$ cat config.mk
export PLATFORM = sky130hd
export DESIGN_NAME = sauria_tile_sequencer
export DESIGN_NICKNAME = d
export VERILOG_FILES = /design/src/rtl/sauria_tile_sequencer.sv
export SDC_FILE = /design/constraint.sdc
export NUM_CORES = 1
export LEC_CHECK = 0
export CORE_MARGIN = 3
export CORE_UTILIZATION = 45
export DETAILED_ROUTE_END_ITERATION = 8
export MAX_ROUTING_LAYER = met4
export PLACE_DENSITY = 0.71
export SYNTH_ARGS = -nofsm -noshare
export SYNTH_HDL_FRONTEND = slang
export SYNTH_SLANG_ARGS = --single-unit
$ cat constraint.sdc
create_clock -name i_system_clk -period 2.7 [get_ports i_system_clk]
set_clock_uncertainty 0.05 [all_clocks]
set_input_delay 0.405 -clock i_system_clk [delete_from_list [all_inputs] [get_ports i_system_clk]]
set_output_delay 0.405 -clock i_system_clk [all_outputs]
set_load 0.02 [all_outputs]
$ cat src/rtl/sauria_tile_sequencer.sv
// Tile sequencer for a SAURIA tile: for each tile it launches the DMA reader, the
// SAURIA core and the DMA writer in turn, with per-phase timeout and abort.
module sauria_tile_sequencer #(
   parameter int TILE_CNT_W     = 16,
   parameter int TIMEOUT_CYCLES = 1048575,
   parameter int TMO_W          = 20
) (
   input  logic                  i_system_clk,
   input  logic                  i_system_rstn,
   input  logic                  i_start,
   input  logic [TILE_CNT_W-1:0] i_num_tiles,
   input  logic                  i_abort,
   input  logic                  i_reader_dmaintr,
   input  logic                  i_sauriaintr,
   input  logic                  i_writer_dmaintr,
   input  logic                  i_intr_clr,
   output logic                  o_reader_start,
   output logic                  o_sauria_start,
   output logic                  o_writer_start,
   output logic                  o_busy,
   output logic [TILE_CNT_W-1:0] o_tile_idx,
   output logic [1:0]            o_status,
   output logic                  o_intr
);

   typedef enum logic [2:0] {
      ST_IDLE      = 3'd0,
      ST_RD_START  = 3'd1,
      ST_RD_WAIT   = 3'd2,
      ST_CMP_START = 3'd3,
      ST_CMP_WAIT  = 3'd4,
      ST_WR_START  = 3'd5,
      ST_WR_WAIT   = 3'd6,
      ST_DONE      = 3'd7
   } state_t;

   localparam logic [1:0] STATUS_NONE    = 2'b00;
   localparam logic [1:0] STATUS_DONE    = 2'b01;
   localparam logic [1:0] STATUS_TIMEOUT = 2'b10;
   localparam logic [1:0] STATUS_ABORT   = 2'b11;

   localparam logic [TMO_W-1:0]      TMO_LAST = TMO_W'(TIMEOUT_CYCLES - 32'sd1);
   localparam logic [TMO_W-1:0]      TMO_ONE  = {{(TMO_W-1){1'b0}}, 1'b1};
   localparam logic [TILE_CNT_W-1:0] TILE_ONE = {{(TILE_CNT_W-1){1'b0}}, 1'b1};

   state_t                  state_q, state_d;
   logic [TILE_CNT_W-1:0]   tile_idx_q, tile_idx_d;
   logic [TILE_CNT_W-1:0]   count_q, count_d;
   logic [TMO_W-1:0]        tmo_q, tmo_d;
   logic [1:0]              status_q, status_d;
   logic                    intr_q, intr_d;
   logic                    reader_start_q, reader_start_d;
   logic                    sauria_start_q, sauria_start_d;
   logic                    writer_start_q, writer_start_d;
   logic                    busy_q, busy_d;

   logic                    intr_set;
   logic                    last_tile;
   logic                    tmo_expired;
   logic                    abort_hit;

   // count is never zero while a phase runs, so count-1 cannot wrap
   assign last_tile   = (tile_idx_q == (count_q - TILE_ONE));
   assign tmo_expired = (tmo_q == TMO_LAST);
   assign abort_hit   = i_abort && (state_q != ST_IDLE);

   // Next-state, counters and status/interrupt update
   always_comb begin
      state_d    = state_q;
      tile_idx_d = tile_idx_q;
      count_d    = count_q;
      tmo_d      = tmo_q;
      status_d   = status_q;
      intr_set   = 1'b0;

      if (abort_hit) begin
         state_d  = ST_IDLE;
         status_d = STATUS_ABORT;
         intr_set = 1'b1;
         tmo_d    = '0;
      end else begin
         case (state_q)
            ST_IDLE: begin
               if (i_start) begin
                  tile_idx_d = '0;
                  count_d    = i_num_tiles;
                  tmo_d      = '0;
                  if (i_num_tiles != '0) begin
                     state_d  = ST_RD_START;
                     status_d = STATUS_NONE;
                  end else begin
                     state_d  = ST_DONE;
                     status_d = STATUS_DONE;
                     intr_set = 1'b1;
                  end
               end else begin
                  state_d = ST_IDLE;
               end
            end
            ST_RD_START, ST_RD_WAIT: begin
               if (i_reader_dmaintr) begin
                  state_d = ST_CMP_START;
                  tmo_d   = '0;
               end else if (tmo_expired) begin
                  state_d  = ST_IDLE;
                  status_d = STATUS_TIMEOUT;
                  intr_set = 1'b1;
                  tmo_d    = '0;
               end else begin
                  state_d = ST_RD_WAIT;
                  tmo_d   = tmo_q + TMO_ONE;
               end
            end
            ST_CMP_START, ST_CMP_WAIT: begin
               if (i_sauriaintr) begin
                  state_d = ST_WR_START;
                  tmo_d   = '0;
               end else if (tmo_expired) begin
                  state_d  = ST_IDLE;
                  status_d = STATUS_TIMEOUT;
                  intr_set = 1'b1;
                  tmo_d    = '0;
               end else begin
                  state_d = ST_CMP_WAIT;
                  tmo_d   = tmo_q + TMO_ONE;
               end
            end
            ST_WR_START, ST_WR_WAIT: begin
               if (i_writer_dmaintr) begin
                  tmo_d = '0;
                  if (last_tile) begin
                     state_d  = ST_DONE;
                     status_d = STATUS_DONE;
                     intr_set = 1'b1;
                  end else begin
                     state_d    = ST_RD_START;
                     tile_idx_d = tile_idx_q + TILE_ONE;
                  end
               end else if (tmo_expired) begin
                  state_d  = ST_IDLE;
                  status_d = STATUS_TIMEOUT;
                  intr_set = 1'b1;
                  tmo_d    = '0;
               end else begin
                  state_d = ST_WR_WAIT;
                  tmo_d   = tmo_q + TMO_ONE;
               end
            end
            ST_DONE: begin
               // keep asserting the set so a clear landing in DONE cannot drop it
               state_d  = ST_IDLE;
               intr_set = 1'b1;
            end
            default: begin
               state_d = ST_IDLE;
               tmo_d   = '0;
            end
         endcase
      end
   end

   // Sticky interrupt and Moore outputs derived from the next state
   always_comb begin
      intr_d = intr_q;
      if (intr_set) begin
         intr_d = 1'b1;
      end else if (i_intr_clr) begin
         intr_d = 1'b0;
      end else begin
         intr_d = intr_q;
      end
      reader_start_d = (state_d == ST_RD_START);
      sauria_start_d = (state_d == ST_CMP_START);
      writer_start_d = (state_d == ST_WR_START);
      busy_d         = (state_d != ST_IDLE);
   end

   // State and output registers with synchronous active-low reset
   always_ff @(posedge i_system_clk) begin
      if (!i_system_rstn) begin
         state_q        <= ST_IDLE;
         tile_idx_q     <= '0;
         count_q        <= '0;
         tmo_q          <= '0;
         status_q       <= STATUS_NONE;
         intr_q         <= 1'b0;
         reader_start_q <= 1'b0;
         sauria_start_q <= 1'b0;
         writer_start_q <= 1'b0;
         busy_q         <= 1'b0;
      end else begin
         state_q        <= state_d;
         tile_idx_q     <= tile_idx_d;
         count_q        <= count_d;
         tmo_q          <= tmo_d;
         status_q       <= status_d;
         intr_q         <= intr_d;
         reader_start_q <= reader_start_d;
         sauria_start_q <= sauria_start_d;
         writer_start_q <= writer_start_d;
         busy_q         <= busy_d;
      end
   end

   assign o_reader_start = reader_start_q;
   assign o_sauria_start = sauria_start_q;
   assign o_writer_start = writer_start_q;
   assign o_busy         = busy_q;
   assign o_tile_idx     = tile_idx_q;
   assign o_status       = status_q;
   assign o_intr         = intr_q;

endmodule

==> results.md, run 1 <==
- Status: finished with violations
- Failing checks: setup timing
- Antenna violation net count after detailed routing: 0
- Cells on worst reg2reg path: 10
- Final nets: 573
- Synth Instances: 451
- Worst-Margin Slew: 578 ps
- Maximum vdd drop: 0.000426 V
- First-pass GRT wire length: 16300 um
- Relative slew slack: 61.4%
- Core area: 7810 um^2
- WL/cell: 15.6 um
- Crit-path max FO: 8
- Most frequent cells in the layout: nand2_1, dfxtp_1, buf_4, clkdlybuf4s50_1, nor2_1
- Synth Register Bits: 62
- Share of layout cells above drive strength 1: 24.9%
- Vias/cell: 5.59
- Clock power share: 23.0%
- Worst Setup Slack, final: -73.4 ps
- Primary FF master, synth: dfxtp_1
- Clock Pin Slew Worst Setup and Hold Paths: 80 ps
- Fmax: 361 MHz
- Final core occ: 63.4%
- Total power: 3100 uW
- Largest net degree at the start of global routing: 29
- WS Path Type: reg -> reg
- Residual DRC count: 0
- TritonCTS clock tree: yes
- Startpoint class of the critical path: register
- Slew Viols, Final: 0
- Vias in the first global route: 3455
- Commonest non-fill, non-tap cell in the layout: nand2_1
- Setup violators final: 13
- Antenna Cells: 0
- Final WL: 10100 um
- Sw Pwr: 1140 uW
- CP Capture Type: register
- CP arrival: 2990 ps
- Num rows: 32
- Antenna violations before repair: 0
- Leak: 0.00185 uW
- Combinational power share: 42.6%
- R2r setup slk: -70 ps
- Detailed placement HPWL: 7200 um
- Asr flop ratio synth: 0%
- Post-synth EDFFs: 0
- Num CTS Buffers: 9
- Placed cell area: 4530 um^2
- Critical Path RT: 2920 ps
- Vias: 3643
- Synthesized Nets: 479
- DR WL met2: 5140 um
- Hold violation count in the final report: 0
- Cts hold-fix bufs: 0
- Total of max-cap violations: 0
- Die Y-Extent: 96.2 um
- Min-delay worst type: reg -> reg
- Synthesis Warnings: 0
- Pre-Repair DR Iteration Count: 4
- Sw Ratio: 36.9%
- Later-pin clock latency in the skew report: 340 ps
- Synth unique cells: 71
- Top Metal Used: met4
- # port buffers: 46
- IO Count: 47
- Met1 WL: 4440 um
- Initial core utilization: 46.9%
- Mean Syn Cell Area: 8.12 um^2
- Cell Area, Synth: 3660 um^2
- DIE WIDTH: 96.2 um
- Drt first-iter violations: 192
- GPL Wtd Cong: 0.897
- Hold path cells: 2
- Unrepaired setup endpoints after global routing: yes
- Total grt overflow: 0
- Die area: 9260 um^2
- Fin crit share: 103%
- Root Buffer: clkbuf_8
- Max Buffers Root-to-Sink: 2
- Sequential element share of the synthesized area: 33.9%
- Sequential share of power: 34.4%
- Final instance area: 4950 um^2
- Final min period: 2770 ps
- All-layer global routing usage: 23.4%
- Hold slack: 411 ps
- Layout area overhead: 35.2%
- H-tree depth: 3
- PwrDens: 627 nW/um^2
- Met3 routed WL: 366 um
- Clk sinks: 62
- Pint: 1960 uW
-- synthesized netlist by cell type (3+ instances only) --
master    instances  area share [%]
or4_2             9             2.2
nor2b_1           5            0.85
and2_1            8             1.4
nor3b_1           3            0.61
o211ai_1          7             1.4
xnor2_1          15             3.6
o31ai_1           4            0.82
nand3_1          14             1.9
xor2_1           22             5.3
a21oi_1          14             1.9
a21boi_0         18             3.7
inv_1            12             1.2
or2_2             3            0.51
a211oi_1          3            0.61
and4_1            4            0.96
a31oi_1           4            0.68
nor2_1           43             4.4
ha_1              4             1.4
dfxtp_1          62              34
nor3_1            7            0.96
and3_1            7             1.2
nor4_1            6             1.0
o22ai_1           3            0.51
clkbuf_1         15             1.5
o21bai_1          3            0.61
nand2_1          74             7.6
nand4_1          12             2.0
o21ai_0          11             1.5
-- sequential cells by signal (all words and copies together), names as in the netlist --
name	count
o_tile_idx	16
o_writer_start	1
o_intr	1
o_reader_start	1
o_busy	1
count_q	16
o_sauria_start	1
tmo_q	20
o_status	2
state_q	3
-- cell families after synthesis --
logic type	count (synthesis)	share of synthesized area, %
multiplexers	1	0.273
AND/OR/NAND/NOR	216	31.3
flip-flops	62	33.9
adder cells (fa/ha/maj)	4	1.37
buffers and inverters	34	4.71
AO/OA/AOI/OAI	97	19.7
XOR/XNOR	37	8.85
-- path summary, 6_finish.rpt --
| check | from | endpoint |
|---|---|---|
| max | count_q[3] | o_tile_idx[15] |
| min | o_status[0] | o_status[0] |
| max reg2reg | count_q[3] | o_tile_idx[15] |
| min reg2reg | o_status[0] | o_status[0] |
-- repair_timing --
action | CTS | global route
gates cloned | 0 | 1
setup endpoints to repair | 20 | 23
resized for setup | 14 | 34
pin swaps | 2 | 10
buffers inserted | 1 | 8
-- layout make-up --
cell class	count	area (um^2)
fillers	687	2850
clock inverters	6	38.8
clock buffers	10	128
multi-input cells	355	2400
flip-flops and latches	62	1260
inverters	12	47.5
repair buffers	105	957
well taps	102	128
-- routing by layer --
layer	vias to the layer above	global-route usage [%]
li1	1806	-
met5	-	-
met2	85	38.8
met1	1730	27.8
met4	0	8.77
met3	22	4.93
-- stage by stage --
| step | cells | worst slack [ps] | TNS, ps |
|---|---|---|---|
| floorplan | 451 | 5.94 | 0 |
| global placement | 626 | -157 | -997 |
| detailed placement | 626 | -181 | -1490 |
| CTS | 643 | -78.6 | -474 |
| global route | 652 | -192 | -3050 |
| finish | 652 | -73.4 | -461 |
-- power by group through the flow --
| stage | clock [uW] | combinational [uW] | sequential (uW) |
|---|---|---|---|
| 6_report | 714 | 1320 | 1070 |
| 5_1_grt | 777 | 1430 | 1080 |
| 4_1_cts | 729 | 1190 | 1060 |
| 3_5_place_dp | 0 | 1140 | 1080 |
| 3_3_place_gp | 0 | 1120 | 1080 |
| 2_1_floorplan | 0 | 698 | 1100 |
-- worst max-delay path, stage by stage (launching register included) --
cell	delay (ps)
dfxtp_4	370
buf_4	140
nor4b_4	330
and3_4	250
xnor2_1	110
a211oi_1	110
a41oi_2	240
o31ai_4	140
buf_12	160
or4_2	640
a21oi_1	150
(Power assumes the default switching activity.)
==> inputs of run 2 (changes only) <==
--- a/config.mk
+++ b/config.mk
@@ -5,11 +5,11 @@
 export SDC_FILE = /design/constraint.sdc
 export NUM_CORES = 1
 export LEC_CHECK = 0
-export CORE_MARGIN = 3
 export CORE_UTILIZATION = 45
+export CTS_CLUSTER_SIZE = 12
 export DETAILED_ROUTE_END_ITERATION = 8
 export MAX_ROUTING_LAYER = met4
-export PLACE_DENSITY = 0.71
+export PLACE_DENSITY_LB_ADDON = 0.1
 export SYNTH_ARGS = -nofsm -noshare
 export SYNTH_HDL_FRONTEND = slang
 export SYNTH_SLANG_ARGS = --single-unit
==> run 2 against run 1 <==
Against the previous run: the run still ends with setup timing left; critical path depth grew 1; sequential share of layout area shrank 0.32 points; first-iteration DRC count grew 35%; utilization grew 0.82 points; worst setup slack lost 100 ps; power grew 5.7%; hold slack gained 3.4 ps; critical endpoint is now o_tile_idx[13]; largest cell class unchanged.
==> results.md, run 2 (synthesis gave the netlist of run 1 again) <==
- Status: finished with violations
- Failing checks: setup timing
- Slew Viols, Final: 0 (unchanged)
- Total grt overflow: 0 (unchanged)
- R2r setup slk: -170 ps (-100 ps)
- Hold path cells: 2 (unchanged)
- Leak: 0.00189 uW (+2.4%)
- TritonCTS clock tree: yes
- Residual DRC count: 0 (unchanged)
- Crit-path cells: inv_4 -> ha_4 -> or4b_4 -> nor4_4 -> xnor2_1 -> nor3_2 -> nand4_2 -> o31ai_4 -> buf_12 -> or4b_2 -> a21oi_1
- CP arrival: 3090 ps (+100 ps)
- Final instance area: 5020 um^2 (+1.3%)
- Setup crit start: count_q[1]
- Crit-path slowest cell: or4b_2
- Pint: 2150 uW (+9.6%)
- Cts hold-fix bufs: 0 (unchanged)
- Antenna violation net count after detailed routing: 0 (unchanged)
- # port buffers: 46 (unchanged)
- Largest net degree at the start of global routing: 24 (-17%)
- Placed Cells: 638 (+1.9%)
- Worst-Margin Slew: 477 ps (-101 ps)
- Hold_sp: o_status[0]
- Detailed placement HPWL: 7060 um (-1.9%)
- IO Count: 47 (unchanged)
- Vias in the first global route: 3577 (+3.5%)
- Sequential share of power: 32.7% (-1.7 points)
- Num CTS Buffers: 9 (unchanged)
- Clk sinks: 62 (unchanged)
- Worst Setup Slack, final: -173 ps (-99.8 ps)
- Critical Path RT: 2920 ps (about the same)
- Commonest non-fill, non-tap cell in the layout: nand2_1
- Largest register FFs: 20 (unchanged)
- WS Path Type: reg -> reg
- Area of the multi-input gates: 2360 um^2 (-1.3%)
- Sw Ratio: 34.6% (-2.3 points)
- Combinational power share: 39.4% (-3.2 points)
- Pre-Repair DR Iteration Count: 4 (unchanged)
- Cells on worst reg2reg path: 11 (+1)
- All-layer global routing usage: 25.4% (+2.0 points)
- H-tree depth: 3 (unchanged)
- Antenna Cells: 0 (unchanged)
- Maximum vdd drop: 0.000378 V (-11%)
- R2R Path Start: count_q[1]
- CP Buf/Inv Count: 2 (unchanged)
- Most flops, register: tmo_q
- Layout area overhead: 37.0%
- Die Y-Extent: 92.2 um (-4.2%)
- Initial core utilization: 46.9% (unchanged)
- Relative slew slack: 68.1% (+6.8 points)
- Startpoint class of the critical path: register
- Vias/cell: 5.50 (-1.5%)
- DIE WIDTH: 92.2 um (-4.2%)
- Core area: 7810 um^2 (unchanged)
- Crit-path leading delay family: simple AND/OR/NAND/NOR gates
- Die area: 8510 um^2 (-8.1%)
- PwrDens: 654 nW/um^2 (+4.4%)
- R2R Path End: o_tile_idx[13]
- Placed cell area: 4610 um^2 (+1.7%)
- Most frequent cells in the layout: nand2_1, buf_4, dfxtp_1, clkdlybuf4s50_1, nor2_1
- CP Capture Type: register
- Hold EP: o_status[0]
- Antenna violations before repair: 0 (unchanged)
- Fillcell total: 703 (+2.3%)
- Final WL: 9770 um (-3.7%)
- GPL Wtd Cong: 0.847 (-5.6%)
- Max incr delay on CP: 620 ps (-20 ps)
- Crit-path max FO: 7 (-1)
- Final nets: 578 (+0.87%)
- Non-Filler Instances: 657 (+0.77%)
- Setup violators final: 16 (+3)
- Min-delay worst type: reg -> reg
- Clock Pin Slew Worst Setup and Hold Paths: 80 ps (about the same)
- WL/cell: 14.9 um (-4.4%)
- Share of layout cells above drive strength 1: 24.7% (-0.22 points)
- Total of max-cap violations: 0 (unchanged)
- Final min period: 2870 ps (+99.8 ps)
- Vias: 3615 (-0.77%)
- FF/Latch Area: 1260 um^2 (unchanged)
- Later-pin clock latency in the skew report: 350 ps (about the same)
- Num rows: 32 (unchanged)
- First-pass GRT wire length: 16700 um (+2.1%)
- Fmax: 348 MHz (-3.5%)
- Fin crit share: 106% (+3.7 points)
- Unrepaired setup endpoints after global routing: yes
- Clock power share: 27.9% (+4.9 points)
- Sw Pwr: 1130 uW (-0.92%)
- Max Buffers Root-to-Sink: 2 (unchanged)
- Drt first-iter violations: 260 (+35%)
- Hold violation count in the final report: 0 (unchanged)
- Root Buffer: clkbuf_8
## run 2: power by group through the flow
| stage | registers, uW | clock network, uW | logic, uW |
|---|---|---|---|
| floorplan | 1100 | 0 | 698 |
| global placement | 1090 | 0 | 1140 |
| detailed placement | 1090 | 0 | 1150 |
| CTS | 1070 | 932 | 1270 |
| global route | 1090 | 971 | 1420 |
| finish | 1070 | 915 | 1290 |
## run 2: worst max-delay path by stage
stage,end,slack [ps],depth (start not counted)
floorplan,o_tile_idx[0],6,11
global placement,o_tile_idx[11],-130,11
detailed placement,o_tile_idx[14],-220,11
CTS,o_tile_idx[11],-120,10
global route,o_tile_idx[0],-320,11
finish,o_tile_idx[13],-170,11
## run 2: metrics by stage
step / TNS, ps / power [uW] / utilization, % / setup slack (ps) / hold slack [ps]
global placement: -824 / 2220 / 59.1 / -130 / 408
floorplan: 0 / 1800 / - / 5.94 / 405
global route: -4620 / 3470 / 64.3 / -316 / 440
detailed placement: -1980 / 2240 / 59.1 / -215 / 410
finish: -1420 / 3280 / 64.3 / -173 / 415
CTS: -1210 / 3270 / 63.6 / -118 / 420
## run 2: final cells by class
type                            instances  share of cell area (%)
Multi-Input combinational cell        355                    47.1
Tap cell                              102                    2.54
Clock inverter                          7                    1.97
Timing Repair Buffer                  110                    19.8
Inverter                               12                   0.998
Clock buffer                            9                    2.47
Sequential cell                        62                    25.1
## run 2: worst register-to-register path, stage by stage (launching register included)
cell and delay (ps):
dfxtp_4 370, inv_4 60, ha_4 130, or4b_4 480, nor4_4 230, xnor2_1 170
nor3_2 80, nand4_2 140, o31ai_4 140, buf_12 160, or4b_2 620, a21oi_1 170
## run 2: per-layer routing
layer	GRT usage, %	vias to the layer above	share of wire [%]
met3	4.73	18	3.4
met4	9.77	0	1.9
met1	29.2	1701	44
met2	43.8	77	50
li1	-	1819	-
met5	-	-	0
## run 2: timing repair
action                     CTS  global route
resized for setup           23            16
cloned                       2             0
setup endpoints to repair   21            23
buffers inserted             1             1
pin swaps                    2            16
